--- config.mk ---
export PLATFORM = sky130hd
export DESIGN_NAME = fsm_stream_proc
export DESIGN_NICKNAME = d
export VERILOG_FILES = /design/src/rtl/fsm_stream_proc_pkg.sv /design/src/rtl/fsm_stream_proc_out_slot.sv /design/src/rtl/fsm_stream_proc.sv
export SDC_FILE = /design/constraint.sdc
export NUM_CORES = 1
export LEC_CHECK = 0
export BUFFER_PORTS_ARGS = -buffer_cell sky130_fd_sc_hd__buf_4
export CORE_UTILIZATION = 40
export CTS_CLUSTER_SIZE = 14
export DETAILED_ROUTE_END_ITERATION = 16
export PLACE_DENSITY = 0.64
export SLEW_MARGIN = 20
export SYNTH_ARGS = -nofsm -noshare
export SYNTH_HDL_FRONTEND = slang
export SYNTH_SLANG_ARGS = --single-unit
export TNS_END_PERCENT = 10
--- constraint.sdc ---
create_clock -name clk -period 6.15 [get_ports clk]
set_clock_uncertainty 0.05 [all_clocks]
set_input_delay 1.845 -clock clk [delete_from_list [all_inputs] [get_ports clk]]
set_output_delay 1.845 -clock clk [all_outputs]
set_load 0.05 [all_outputs]
--- src/rtl/fsm_stream_proc_pkg.sv ---
// fsm_stream_pkg: shared definitions for the streaming word-processing FSM.
//   - state_t   : one-hot 9-bit state encoding (S_IDLE..S_ERROR)
//   - DEF_*     : default READ/CLR keys and error code
//   - emit_word : word emitted for a given processing state and input word.
//                 It works at MAX_DW bits; callers truncate to their width.
//                 The low DW bits are exact for +1, <<1 and ~.
package fsm_stream_pkg;

  localparam int MAX_DW = 64;

  typedef enum logic [8:0] {
    S_IDLE  = 9'b0_0000_0001,
    S_START = 9'b0_0000_0010,
    S_READ  = 9'b0_0000_0100,
    S_PROC1 = 9'b0_0000_1000,
    S_PROC2 = 9'b0_0001_0000,
    S_PROC3 = 9'b0_0010_0000,
    S_WAIT  = 9'b0_0100_0000,
    S_DONE  = 9'b0_1000_0000,
    S_ERROR = 9'b1_0000_0000
  } state_t;

  localparam logic [2:0] DEF_READ_KEY = 3'b101;
  localparam logic [2:0] DEF_CLR_KEY  = 3'b111;
  localparam logic [7:0] DEF_ERR_CODE = 8'hEE;

  function automatic logic [MAX_DW-1:0] emit_word(input state_t st,
                                                  input logic [MAX_DW-1:0] d);
    case (st)
      S_PROC1: return d + MAX_DW'(1);
      S_PROC2: return d << 1;
      S_PROC3: return ~d;
      default: return d;
    endcase
  endfunction

endpackage

--- src/rtl/fsm_stream_proc_out_slot.sv ---
// fsm_out_slot: one-entry registered output slot with valid/ready and a done
// side-bit. A load always wins; otherwise a handshake empties the slot.
// The producer must only load when !out_valid || out_ready.
//   clk, rst       : clock, asynchronous active-high reset
//   load           : capture load_data/load_done and raise out_valid
//   load_data      : word to present
//   load_done      : side-bit presented with the word
//   out_ready      : consumer accepts data_out
//   out_valid      : slot holds a word
//   data_out, done : registered word and its side-bit
module fsm_out_slot #(
  parameter int DW = 8
) (
  input  logic          clk,
  input  logic          rst,
  input  logic          load,
  input  logic [DW-1:0] load_data,
  input  logic          load_done,
  input  logic          out_ready,
  output logic          out_valid,
  output logic [DW-1:0] data_out,
  output logic          done
);

  always_ff @(posedge clk or posedge rst) begin
    if (rst) begin
      out_valid <= 1'b0;
      data_out  <= '0;
      done      <= 1'b0;
    end else if (load) begin
      out_valid <= 1'b1;
      data_out  <= load_data;
      done      <= load_done;
    end else if (out_ready) begin
      out_valid <= 1'b0;
      done      <= 1'b0;
    end
  end

endmodule

--- src/rtl/fsm_stream_proc.sv ---
// fsm_stream_proc: parametrised word-processing FSM with valid/ready streams.
// Flow IDLE->START->READ->PROC1..3->DONE with WAIT (timeout/retry) and ERROR
// detours. Every emitted word is XOR-folded into a checksum that is emitted
// with done=1 from DONE. DW must be in 8..64.
//   clk, rst           : clock, asynchronous active-high reset
//   start              : begin a transaction (IDLE only)
//   in_valid/in_ready  : input handshake for data_in
//   data_in            : input word
//   out_valid/out_ready: output handshake for data_out
//   data_out           : registered output word
//   done               : marks the checksum beat
//   err                : FSM is in ERROR
//   busy               : FSM is not in IDLE
//   retry_cnt          : WAIT->READ retries used in this transaction
module fsm_stream_proc
  import fsm_stream_pkg::*;
#(
  parameter int         DW        = 8,
  parameter logic [2:0] READ_KEY  = DEF_READ_KEY,
  parameter logic [2:0] CLR_KEY   = DEF_CLR_KEY,
  parameter logic [7:0] ERR_CODE  = DEF_ERR_CODE,
  parameter int         WAIT_MAX  = 15,
  parameter int         MAX_RETRY = 3,
  localparam int        RW        = (MAX_RETRY < 1) ? 1 : $clog2(MAX_RETRY + 1)
) (
  input  logic          clk,
  input  logic          rst,
  input  logic          start,
  input  logic          in_valid,
  output logic          in_ready,
  input  logic [DW-1:0] data_in,
  output logic          out_valid,
  input  logic          out_ready,
  output logic [DW-1:0] data_out,
  output logic          done,
  output logic          err,
  output logic          busy,
  output logic [RW-1:0] retry_cnt
);

  localparam int            TW       = $clog2(WAIT_MAX + 1);
  localparam logic [DW-1:0] ERR_WORD = DW'(ERR_CODE);

  state_t        state, state_nxt;
  logic [TW-1:0] tcnt;
  logic [DW-1:0] checksum;
  logic          err_sent;
  logic          slot_free, take, timeout;
  logic          emit, emit_done;
  logic [DW-1:0] emit_data, proc_word;

  assign slot_free = !out_valid || out_ready;
  assign take      = in_valid && in_ready;
  assign timeout   = (tcnt == TW'(WAIT_MAX - 1));
  assign proc_word = DW'(emit_word(state, MAX_DW'(data_in)));
  assign busy      = (state != S_IDLE);
  assign err       = (state == S_ERROR);

  always_comb begin
    in_ready = 1'b0;
    case (state)
      S_START, S_WAIT, S_ERROR:          in_ready = 1'b1;
      S_READ, S_PROC1, S_PROC2, S_PROC3: in_ready = slot_free;
      default:                           in_ready = 1'b0;
    endcase
  end

  always_comb begin
    state_nxt = state;
    emit      = 1'b0;
    emit_done = 1'b0;
    emit_data = proc_word;
    case (state)
      S_IDLE:  if (start) state_nxt = S_START;
      S_START: if (take) state_nxt = data_in[0] ? S_READ : S_ERROR;
      S_READ: if (take) begin
        emit      = 1'b1;
        state_nxt = (data_in[3:1] == READ_KEY) ? S_PROC1 : S_WAIT;
      end
      S_PROC1: if (take) begin
        emit      = 1'b1;
        state_nxt = S_PROC2;
      end
      S_PROC2: if (take) begin
        emit      = 1'b1;
        state_nxt = data_in[DW-1] ? S_PROC3 : S_WAIT;
      end
      S_PROC3: if (take) begin
        emit      = 1'b1;
        state_nxt = S_DONE;
      end
      // A qualifying take beats a timeout landing in the same cycle.
      S_WAIT: begin
        if (take && data_in[4])
          state_nxt = (retry_cnt < RW'(MAX_RETRY)) ? S_READ : S_ERROR;
        else if (timeout)
          state_nxt = S_ERROR;
      end
      S_DONE: if (slot_free) begin
        emit      = 1'b1;
        emit_done = 1'b1;
        emit_data = checksum;
        state_nxt = S_IDLE;
      end
      // Input is swallowed until the error code has been placed in the slot.
      S_ERROR: begin
        if (!err_sent) begin
          if (slot_free) begin
            emit      = 1'b1;
            emit_data = ERR_WORD;
          end
        end else if (take && data_in[2:0] == CLR_KEY) begin
          state_nxt = S_IDLE;
        end
      end
      default: state_nxt = S_IDLE;
    endcase
  end

  always_ff @(posedge clk or posedge rst) begin
    if (rst) begin
      state     <= S_IDLE;
      tcnt      <= '0;
      retry_cnt <= '0;
      checksum  <= '0;
      err_sent  <= 1'b0;
    end else begin
      state <= state_nxt;
      if (state == S_IDLE && start) begin
        retry_cnt <= '0;
        checksum  <= '0;
      end else begin
        if (emit) checksum <= checksum ^ emit_data;
        if (state == S_WAIT && state_nxt == S_READ) retry_cnt <= retry_cnt + 1'b1;
      end
      if (state == S_WAIT && state_nxt == S_WAIT) tcnt <= tcnt + 1'b1;
      else                                        tcnt <= '0;
      err_sent <= (state == S_ERROR) && (err_sent || emit);
    end
  end

  // Output register stage: emit -> data_out/out_valid one cycle later.
  fsm_out_slot #(.DW(DW)) u_slot (
    .clk       (clk),
    .rst       (rst),
    .load      (emit),
    .load_data (emit_data),
    .load_done (emit_done),
    .out_ready (out_ready),
    .out_valid (out_valid),
    .data_out  (data_out),
    .done      (done)
  );

endmodule

======== Word-level counts from Yosys, hierarchy flattened ========
Cells that the tools add are included.
word-level totals
  register bits after elaboration ......... 34
  input bits .............................. 13
  word-level logic and storage cells ...... 79
cells by class
  $add $sub $neg .......................... 3
  $lt $le $gt $ge ......................... 1
  equality and inequality tests ........... 15
  multiplexer cells ....................... 35
  bitwise logic cells ..................... 2
  reduce and logical (&&, ||, !) cells .... 15
operators by type and width
  operator             count
  $mux 9               13
  $pmux 9 s9           1
  $mux 8               5
  $pmux 8 s3           1
  $eq 9x3->1 const B   2
  $eq 9x7->1 const B   2
  $pmux 8 s2           1
  $mux 7               2
  $eq 9x1->1 const B   1
  $eq 9x2->1 const B   1
  $eq 9x4->1 const B   1
  $eq 9x5->1 const B   1
  $eq 9x6->1 const B   1
  $eq 9x8->1 const B   1
  $eq 9x9->1 const B   1
  $ne 9x1->1 const B   1
  $add 8x1->8 const B  1
  $not 8->8            1
  $xor 8x8->8          1
  $logic_and 1x1->1    7
  $mux 1               7
  $eq 3x3->1 const B   2
  $reduce_bool 2->1    3
  $add 4x1->4 const B  1
  other kinds (11)     13

======== Logic depth before layout (Yosys ltp) ========
  depth after elaboration ................. 12
  mapped depth ............................ 9
  depth with buffers taken out ............ 7

======== Modules after synthesis ========
Synthesis repeated with hierarchy kept, for this count alone.
second synthesis, totals
  cell total of the unflattened synthesis .. 274
  area total of the unflattened synthesis .. 2456.1 um^2
by module, submodules not included
  module           times used  cells each  area an instance (um^2)  sequential area each (um^2)
  fsm_stream_proc  1           249         2043.2                   601.8
  fsm_out_slot     1           25          412.9                    250.2

======== Worst setup path after synthesis ========
OpenSTA, ideal clock, no wires.
  path type ............................... input to output
  start point ............................. in out_ready
  end point ............................... out in_ready
  arrival ................................. 2.603 ns
  required time ........................... 4.255 ns
  setup slack ............................. 1.652 ns
  stages on the path ...................... 3
  buffers on the path ..................... 0
  cell sequence ........................... nand2b_1 o21ai_0 nand3_1
between the ends
  longest elaborated chain between the ends .. 2
ends and longest elaborated chain
  element           line                   text
  start, declared   fsm_stream_proc.sv:33  input logic out_ready,
  $logic_or 1x1->1  fsm_stream_proc.sv:52  assign slot_free = !out_valid || out_ready;
  $pmux 1 s2        fsm_stream_proc.sv:61  case (state)
  end, declared     fsm_stream_proc.sv:30  output logic in_ready,
No other way between the ends.

======== Worst setup path in the final report ========
Ends and elaborated chain as after synthesis.

==> reports/metrics.cfg <==
[status]
status = finished clean

[placed_design]
place_inst = 355
post-place-ws_ps = 1520
globalplace.congestion = 0.912
portBuffers = 27
post-dp-hpwl_um = 4460

[synthesis]
synth_area_leaders = dfrtp_1 35%, nor2_1 4.5%, nand2_1 3.7%
synth_area_um2 = 2330
async_flop_share = 1.00
seq_area_frac_synth = 0.366
yosysWarnings = 0
syn-num-nets = 289
syn_area_per_cell_um2 = 8.59
synth-main-ff-cell = dfrtp_1
yosys.area.top_type = dfrtp_1
synth.distinct_cells = 61
synth_top_area_share = 0.355
synth_seq_cells = 34
syn_inst = 271
synth_edf_count = 0

[timing]
timing.final.crit_share = 0.757
timing.hold.ws_ps = 429
rsz0062_at_grt = false
final.setup.worst_slack_ps = 1490
slew_violations = 0
finalCriticalPeriod_ps = 4660
setup_viol_count_final = 0
fmax_mhz = 215
worst_pin_slew_ps = 852
final_hold_viol_count = 0
slew_headroom = 0.428
setup_tns_ps = 0

[clock_tree]
clock_sinks = 34
clk_pin_slew_ps = 80
cts_inserted_buffers = 5
clk_latency_ps = 290
cts_buffer_depth = 2
hold_buffers = 0
cts_tree = done
postCtsSetupBuffers = 0
htreeDepth = 2
cts_resized = 0
clock-root-buffer = clkbuf_8

[die]
die_w_um = 78.3
rows = 27
core_area_um2 = 5570
die_h_um = 78.3
io_pins = 28
dieArea_um2 = 6130
start_util = 0.418

[cells_and_area]
fin_nets = 308
antenna_cells = 0
drive_above_1_share = 0.175
instances_no_fill = 363
final_core_util = 0.475
area_growth_pct = 13.7

[critical_path]
r2r_cells = 6
max_stage_delay_ps = 240
start_kind = primary input
worstPathCellList = buf_4 -> nand2b_1 -> o21ai_0 -> nand3_1 -> buf_4
crit_top_cell = buf_4
worstPathArrival_ps = 2760
worstSetupPathType = primary input to output pin
cp-end-kind = output pin
crit_slowest_cell = buf_4
worstPathRequired_ps = 4260
path_max_fanout = 5

[power]
power.density_nw_per_um2 = 338
leakage_uw = 0.00124
vdd.ir_drop.worst_mv = 0.147

[detailed_routing]
vias_per_cell = 6.13
drt-initial-drc-count = 241
drtPass1Iterations = 6
drc = 0
totalWireLength_um = 6160
antenna_left = 0
wl_per_cell_um = 17.0
vias = 2226

[grt]
grt_use_total = 0.216
grt_pass1_wl_um = 10300
grt_pass1_vias = 2081
antenna_found_initial = 0
grt_remaining_overflow = 0
grt_max_degree = 35

[worst_hold_path]
holdCritPathClass = register to register
hold_depth = 1

[job]
drv_cap = 0

-- sequential cells by signal (all words and copies together), names as in the netlist --
register	flops
u_slot.data_out	8
u_slot.done	1
checksum	8
err_sent	1
state	9
retry_cnt	2
tcnt	4
u_slot.out_valid	1
-- path summary, 6_finish.rpt --
check	from	end	slack (ps)
worst max-delay path	out_ready	in_ready	1490
worst min-delay path	checksum[5]$_DFFE_PP0P_	checksum[5]$_DFFE_PP0P_	430
worst max register to register	state[2]$_DFF_PP0_	checksum[1]$_DFFE_PP0P_	3110
worst min register to register	checksum[5]$_DFFE_PP0P_	checksum[5]$_DFFE_PP0P_	430
max in group asynchronous	rst	state[0]$_DFF_PP1_	4120
min in group asynchronous	rst	state[1]$_DFF_PP0_	1600
-- through the flow --
stage	total power, µW	cell area (µm²)
global placement	713	2550
global route	947	2650
detailed placement	717	2550
floorplan	606	2330
CTS	897	2640
finish	895	2650
-- final cells by class --
cell class | instances | area (µm²)
fillers | 564 | 2930
multi-input cells | 212 | 1370
flip-flops and latches | 34 | 852
repair buffers | 28 | 210
well taps | 72 | 90.1
clock buffers | 6 | 82.6
inverters | 9 | 33.8
clock inverters | 2 | 12.5
-- Yosys cell counts (all sizes together), types with 4 or more instances --
| master | count |
|---|---|
| or3 | 4 |
| nand2 | 23 |
| nor2b | 4 |
| and3 | 6 |
| nor3 | 12 |
| a21oi | 9 |
| a21o | 5 |
| ha | 5 |
| o21ai | 12 |
| xor2 | 4 |
| buf | 7 |
| or4 | 4 |
| clkbuf | 9 |
| o21a | 4 |
| a22o | 4 |
| nand4 | 10 |
| inv | 9 |
| o31ai | 6 |
| a31oi | 6 |
| nor2 | 29 |
| dfrtp | 33 |
| nand3 | 15 |
-- logic make-up after synthesis --
family | Yosys count | synth area share
flops | 34 | 0.366
mux | 5 | 0.0226
compound gates | 66 | 0.204
xor+xnor | 7 | 0.0263
buf+inv | 25 | 0.0494
fa+ha+maj | 5 | 0.0269
simple gates | 129 | 0.305
-- cells in the final DEF, fill, tap and decap left out, types with 9 or more instances in the layout --
master	instances
nand4_1	10
nand3_1	15
buf_4	28
nor3_1	10
dfrtp_1	33
a21oi_1	9
o21ai_0	10
inv_1	9
nor2_1	28
nand2_1	23
-- worst max-delay path, delay by kind of cell --
family	cells	cell delay [ps]
AOI/OAI and AO/OA	1	160
buffers and inverters	2	350
and+or+nand+nor	2	410
-- where the power goes --
group / internal (µW) / leakage, µW / total, µW / switching, µW
Combinational: 132 / 0.000729 / 398 / 265
Clock: 90.0 / 0.0000472 / 177 / 86.9
Sequential: 273 / 0.000460 / 320 / 47.2
Total: 495 / 0.00124 / 895 / 400
-- metal layers --
metal,GRT usage,vias to the layer above,share of wire
li1,-,1048,-
met3,0.0314,13,0.060
met5,0,-,0
met2,0.337,89,0.45
met1,0.304,1076,0.47
met4,0.0778,0,0.020
Note: power is estimated with default switching activity, not from simulation.
